### config.mk
export PLATFORM = sky130hd
export DESIGN_NAME = pci_master_dma
export DESIGN_NICKNAME = d
export VERILOG_FILES = /design/src/rtl/pci_master_dma.sv
export SDC_FILE = /design/constraint.sdc
export NUM_CORES = 1
export LEC_CHECK = 0
export BUFFER_PORTS_ARGS = -buffer_cell sky130_fd_sc_hd__buf_2
export CORE_ASPECT_RATIO = 1.75
export CORE_MARGIN = 4
export CORE_UTILIZATION = 40
export DETAILED_ROUTE_END_ITERATION = 12
export PLACE_DENSITY = 0.74
export SLEW_MARGIN = 20
export SYNTH_ARGS = -nofsm -noshare
export SYNTH_HDL_FRONTEND = slang
export SYNTH_SLANG_ARGS = --single-unit
### constraint.sdc
create_clock -name clk -period 2.42 [get_ports clk]
set_input_delay 0.484 -clock clk [delete_from_list [all_inputs] [get_ports clk]]
set_output_delay 0.484 -clock clk [all_outputs]
set_load 0.02 [all_outputs]
### src/rtl/pci_master_dma.sv
// DMA initiator front-end for a PCI core: moves dma_len words between a local
// buffer and PCI memory, restarting after target disconnects up to MAX_RETRY times.
module pci_master_dma #(
  parameter int MAX_RETRY = 255
) (
  input  logic        clk,
  input  logic        rst_n,
  input  logic        dma_start,
  input  logic [31:0] dma_addr,
  input  logic [9:0]  dma_len,
  input  logic        dma_wr,
  output logic        dma_busy,
  output logic        dma_done,
  output logic        dma_err,
  output logic        int_n,
  input  logic        int_clr,
  input  logic [31:0] buf_data,
  input  logic        buf_empty,
  output logic        buf_rd,
  output logic [31:0] buf_wdata,
  output logic        buf_we,
  input  logic        buf_full,
  output logic        request,
  output logic        requesthold,
  output logic        complete,
  output logic        m_ready,
  output logic        m_wrdn,
  output logic [3:0]  m_cbe,
  output logic [31:0] adio_in,
  input  logic [31:0] adio_out,
  input  logic        m_addr_n,
  input  logic        m_data,
  input  logic        m_data_vld,
  input  logic        m_src_en,
  input  logic        m_abort
);

  localparam int RW = (MAX_RETRY < 2) ? 1 : $clog2(MAX_RETRY + 1);

  typedef enum logic [2:0] {IDLE, REQ, ADDR, DATA, DONE, ERR} state_t;

  state_t         state_q, state_d;
  logic [31:0]    addr_q, addr_d;
  logic [9:0]     rem_q, rem_d;
  logic [RW-1:0]  retry_q, retry_d;
  logic           dir_q, dir_d;
  logic           abort_q, abort_d;
  logic           pend_q, pend_d;
  logic           mdata_q;
  logic           xfer_end;

  // The core signals the end of a transaction by dropping m_data.
  assign xfer_end = (state_q == DATA) && mdata_q && !m_data;

  always_ff @(posedge clk or negedge rst_n) begin
    if (!rst_n) begin
      state_q <= IDLE;
      addr_q  <= '0;
      rem_q   <= '0;
      retry_q <= '0;
      dir_q   <= 1'b0;
      abort_q <= 1'b0;
      pend_q  <= 1'b0;
      mdata_q <= 1'b0;
    end else begin
      state_q <= state_d;
      addr_q  <= addr_d;
      rem_q   <= rem_d;
      retry_q <= retry_d;
      dir_q   <= dir_d;
      abort_q <= abort_d;
      pend_q  <= pend_d;
      mdata_q <= m_data;
    end
  end

  always_comb begin
    state_d = state_q;
    addr_d  = addr_q;
    rem_d   = rem_q;
    retry_d = retry_q;
    dir_d   = dir_q;
    abort_d = abort_q;
    case (state_q)
      IDLE: begin
        if (dma_start) begin
          if (dma_len != 10'd0) begin
            addr_d  = dma_addr & 32'hFFFF_FFFC;
            rem_d   = dma_len;
            dir_d   = dma_wr;
            retry_d = '0;
            state_d = REQ;
          end else begin
            state_d = DONE;
          end
        end
      end
      REQ: begin
        abort_d = 1'b0;
        state_d = ADDR;
      end
      ADDR: begin
        if (m_abort) abort_d = 1'b1;
        if (!m_addr_n) state_d = DATA;
      end
      DATA: begin
        if (m_abort) abort_d = 1'b1;
        if (m_data_vld) begin
          rem_d  = rem_q - 10'd1;
          addr_d = addr_q + 32'd4;
        end
        // Abort outranks a finished count; a disconnect with words left retries.
        if (xfer_end) begin
          if (abort_q || m_abort)             state_d = ERR;
          else if (rem_d == 10'd0)            state_d = DONE;
          else if (retry_q == RW'(MAX_RETRY)) state_d = ERR;
          else begin
            retry_d = retry_q + RW'(1);
            state_d = REQ;
          end
        end
      end
      DONE:    state_d = IDLE;
      ERR:     state_d = IDLE;
      default: state_d = IDLE;
    endcase
  end

  // A new interrupt set wins over a coincident clear.
  always_comb begin
    pend_d = pend_q;
    if (int_clr) pend_d = 1'b0;
    if (state_q == DONE || state_q == ERR) pend_d = 1'b1;
  end

  always_comb begin
    request  = 1'b0;
    complete = 1'b0;
    m_ready  = 1'b0;
    m_wrdn   = 1'b0;
    m_cbe    = 4'h0;
    adio_in  = 32'h0;
    buf_rd   = 1'b0;
    buf_we   = 1'b0;
    case (state_q)
      REQ, ADDR: begin
        request = (state_q == REQ);
        adio_in = addr_q;
        m_cbe   = dir_q ? 4'h7 : 4'h6;
        m_wrdn  = dir_q;
      end
      DATA: begin
        m_wrdn   = dir_q;
        m_ready  = dir_q ? !buf_empty : !buf_full;
        complete = (rem_q <= 10'd1);
        if (dir_q) begin
          adio_in = buf_data;
          buf_rd  = m_src_en;
        end else begin
          buf_we  = m_data_vld;
        end
      end
      default: ;
    endcase
  end

  assign buf_wdata   = adio_out;
  assign requesthold = 1'b0;
  assign dma_busy    = (state_q != IDLE);
  assign dma_done    = (state_q == DONE);
  assign dma_err     = (state_q == ERR);
  assign int_n       = !pend_q;

endmodule
==> impl_results.md <==
* Post-Syn Instances at 481
* Layout cells sized above 1 at 0.326
* Hold Path Class: in2reg
* # setup viols final at 0
* Worst Path Required at 2.63 ns
* Clk_lat worst skew at 0.30 ns
* CTS clk-pin slew, worst paths at 0.08 ns
* Root buf cell: clkbuf_16
* CP Capture Type: register
* Top post-synthesis cells by area: dfrtp_1 34%, a22o_1 6.5%, buf_4 6.5%
* EDFF count, synth at 0
* Synth warnings at 0
* DRC violations left at 0
* Post-synth top area share at 0.343
* Clock buffer depth at 2
* Post-synthesis sequential area ratio at 0.343
* Post-Syn Area per Cell at 8.34 µm²
* Max Cap Violations at 0
* Cell Area, Placed at 0.00470 mm²
* Final Instance Area at 0.00486 mm²
* Worst-path fanout max at 15
* Vias in the first global route at 4333
* Worst setup margin at 0.0931 ns
* Grt ovf at 0
* IO Count at 197
* Number of distinct library cells after synthesis at 63
* Core area at 0.00985 mm²
* Power Density at 1380 mW/mm²
* Async S/R FF share, synth at 1.00
* Initial Utilization at 0.407
* Port bufs at 128
* Antenna Nets Post-Route at 0
* Worst IR Drop VDD at 0.630 mV
* Largest net degree at the start of global routing at 56
* Layout Area Growth over Synthesis at 21.1%
* Commonest cells in the synthesized netlist: 55 x dfrtp_1, 43 x a21oi_1, 40 x nand2_1
* Hold Buf Count CTS at 0
* Fmax at 430 MHz
* Final wirelength at 13100 µm
* DR vias/cell at 5.95
* WS Path Type: reg2reg
* CTS tree: yes
* Area occupied by multi-input gates at 0.00221 mm²
* Final hold viol count at 0
* Setup TNS Final at 0 ns
* Diodes inserted at 0
* Outcome: finished, final reports clean
* TritonCTS Buffers at 5
* Post-synth top area cell: dfrtp_1
* Iter 0 DRT Violations at 253
* Max Slew Vio Count at 0
* Postcts setup bufs at 0
* CP arrival at 2.54 ns
* Yosys reg bits at 55
* Cell with the most instances after synthesis: dfrtp_1
* FF/Latch Area at 0.00138 mm²
* Global-route wire length before repair at 21300 µm
* DR pass1 iterations at 6
* Per-cell routed wire length at 18.6 µm
* Post-place setup slack at 0.0951 ns
* Worst-Margin Slew at 0.742 ns
* Ys flop type: dfrtp_1
* Static Leak at 2.18 nW
* Fin crit period at 2.33 ns
* Relative slew margins at 0.506
* Final Skew at 0.00775 ns
* Row cnt at 48
* DIE AREA at 0.0118 mm²
* Initial antenna violation count at 0
* Nets@finish at 700
* RSZ-0062 raised after global routing: no
* Tot GR Track Use at 0.219
* GPL Wtd Cong at 0.878
* Die Width at 83.7 µm
* Vias at 4192
* Mapped Area at 0.00401 mm²
* Final period util at 0.962
* CTS H-tree depth at 2
* Fillers at 971
* Crit path launch type: register
* Hpwl dp at 10000 µm
* Die Ht at 140 µm
* Clock sink count at 55
per-stage QoR:
step / hold WS, ns / total power [W] / std cells / utilization
6_report: 0.308 / 0.00669 / 704 / 0.494
4_1_cts: 0.308 / 0.00672 / 704 / 0.493
5_1_grt: 0.307 / 0.00717 / 704 / 0.494
3_5_place_dp: 0.493 / 0.00595 / 696 / 0.477
3_3_place_gp: 0.489 / 0.00584 / 696 / 0.477
2_1_floorplan: 0.188 / 0.00456 / 482 / -
path summary, 6_finish.rpt:
check,start,end,slack [ns],cells past startpoint
max,rem_q[1],retry_q[5],0.09,8
min,m_data,mdata_q,0.31,1
max reg2reg,rem_q[1],retry_q[5],0.09,8
min reg2reg,pend_q,pend_q,0.51,2
max in group asynchronous,rst_n,state_q[0],1.55,2
min in group asynchronous,rst_n,addr_q[29],0.33,2
kinds of logic (layout without fill, tap and decap cells):
logic type      count (synthesis)  after routing  share of synthesized area
other cells                     1              2                   0.000935
buf+inv                        80            177                      0.112
flops                          55             55                      0.343
mux                             3              3                    0.00748
simple gates                  167            167                      0.225
xor+xnor                        4              4                    0.00873
fa+ha+maj                       4              4                     0.0125
compound gates                167            167                      0.291
registers in the layout (all words and copies together), names as in the netlist:
register	flops
abort_q	1
addr_q	30
dir_q	1
mdata_q	1
pend_q	1
rem_q	10
retry_q	8
state_q	3
layer usage:
metal | GRT usage | vias to the layer above | part of all wire
li1 | - | 1978 | -
met1 | 0.230 | 2007 | 0.36
met2 | 0.413 | 164 | 0.55
met3 | 0.0318 | 43 | 0.051
met4 | 0.117 | 0 | 0.037
met5 | 0 | - | 0
power by group:
group | internal (W) | switching [W]
Clock | 0.000416 | 0.000342
Combinational | 0.00170 | 0.00238
Sequential | 0.00130 | 0.000555
Total | 0.00341 | 0.00327
layout make-up:
| class | count | share of cell area |
|---|---|---|
| clock buffers | 7 | 0.0293 |
| flip-flops and latches | 55 | 0.283 |
| inverters | 9 | 0.00695 |
| repair buffers | 160 | 0.192 |
| multi-input cells | 347 | 0.455 |
| well taps | 125 | 0.0322 |
| clock inverters | 1 | 0.00180 |
worst max-delay path: stages, from the launching register on:
cell      delay, ns
dfrtp_1        0.40
buf_4          0.16
or4b_4         0.49
nor3_1         0.13
nand4b_1       0.14
a211oi_2       0.06
buf_12         0.16
or4_1          0.50
a21oi_1        0.19
cell usage in the layout (no fill, tap or decap), drive strengths merged, types with 3 or more instances in the layout:
| master | netlist | routed |
|---|---|---|
| mux2i | 3 | 3 |
| nor2b | 3 | 3 |
| nand4 | 12 | 12 |
| a31oi | 7 | 7 |
| o21ai | 28 | 28 |
| and3 | 9 | 9 |
| a32oi | 4 | 4 |
| nand3 | 16 | 16 |
| xnor2 | 4 | 4 |
| buf | 46 | 160 |
| nor3 | 11 | 11 |
| or2 | 3 | 3 |
| a22o | 30 | 30 |
| a21oi | 43 | 43 |
| a211oi | 5 | 5 |
| o211ai | 3 | 3 |
| or3 | 8 | 8 |
| dfrtp | 55 | 55 |
| a22oi | 3 | 3 |
| nor2 | 33 | 33 |
| a41oi | 3 | 3 |
| o22ai | 7 | 7 |
| nand2 | 40 | 40 |
| nor4 | 6 | 6 |
| a311oi | 9 | 9 |
| and2 | 9 | 9 |
| or4 | 4 | 4 |
| inv | 9 | 9 |
| ha | 4 | 4 |
| nor3b | 3 | 3 |
| a31o | 3 | 3 |
| clkbuf | 25 | 7 |
| o221a | 4 | 4 |
| o31ai | 7 | 7 |
what timing repair did:
action,CTS,global route
pin swaps,0,0
setup endpoints to repair,1,35
endpoints found under the hold margin,0,0
gates resized for setup,1,4
gates cloned,0,0
(Power assumes the default switching activity.)
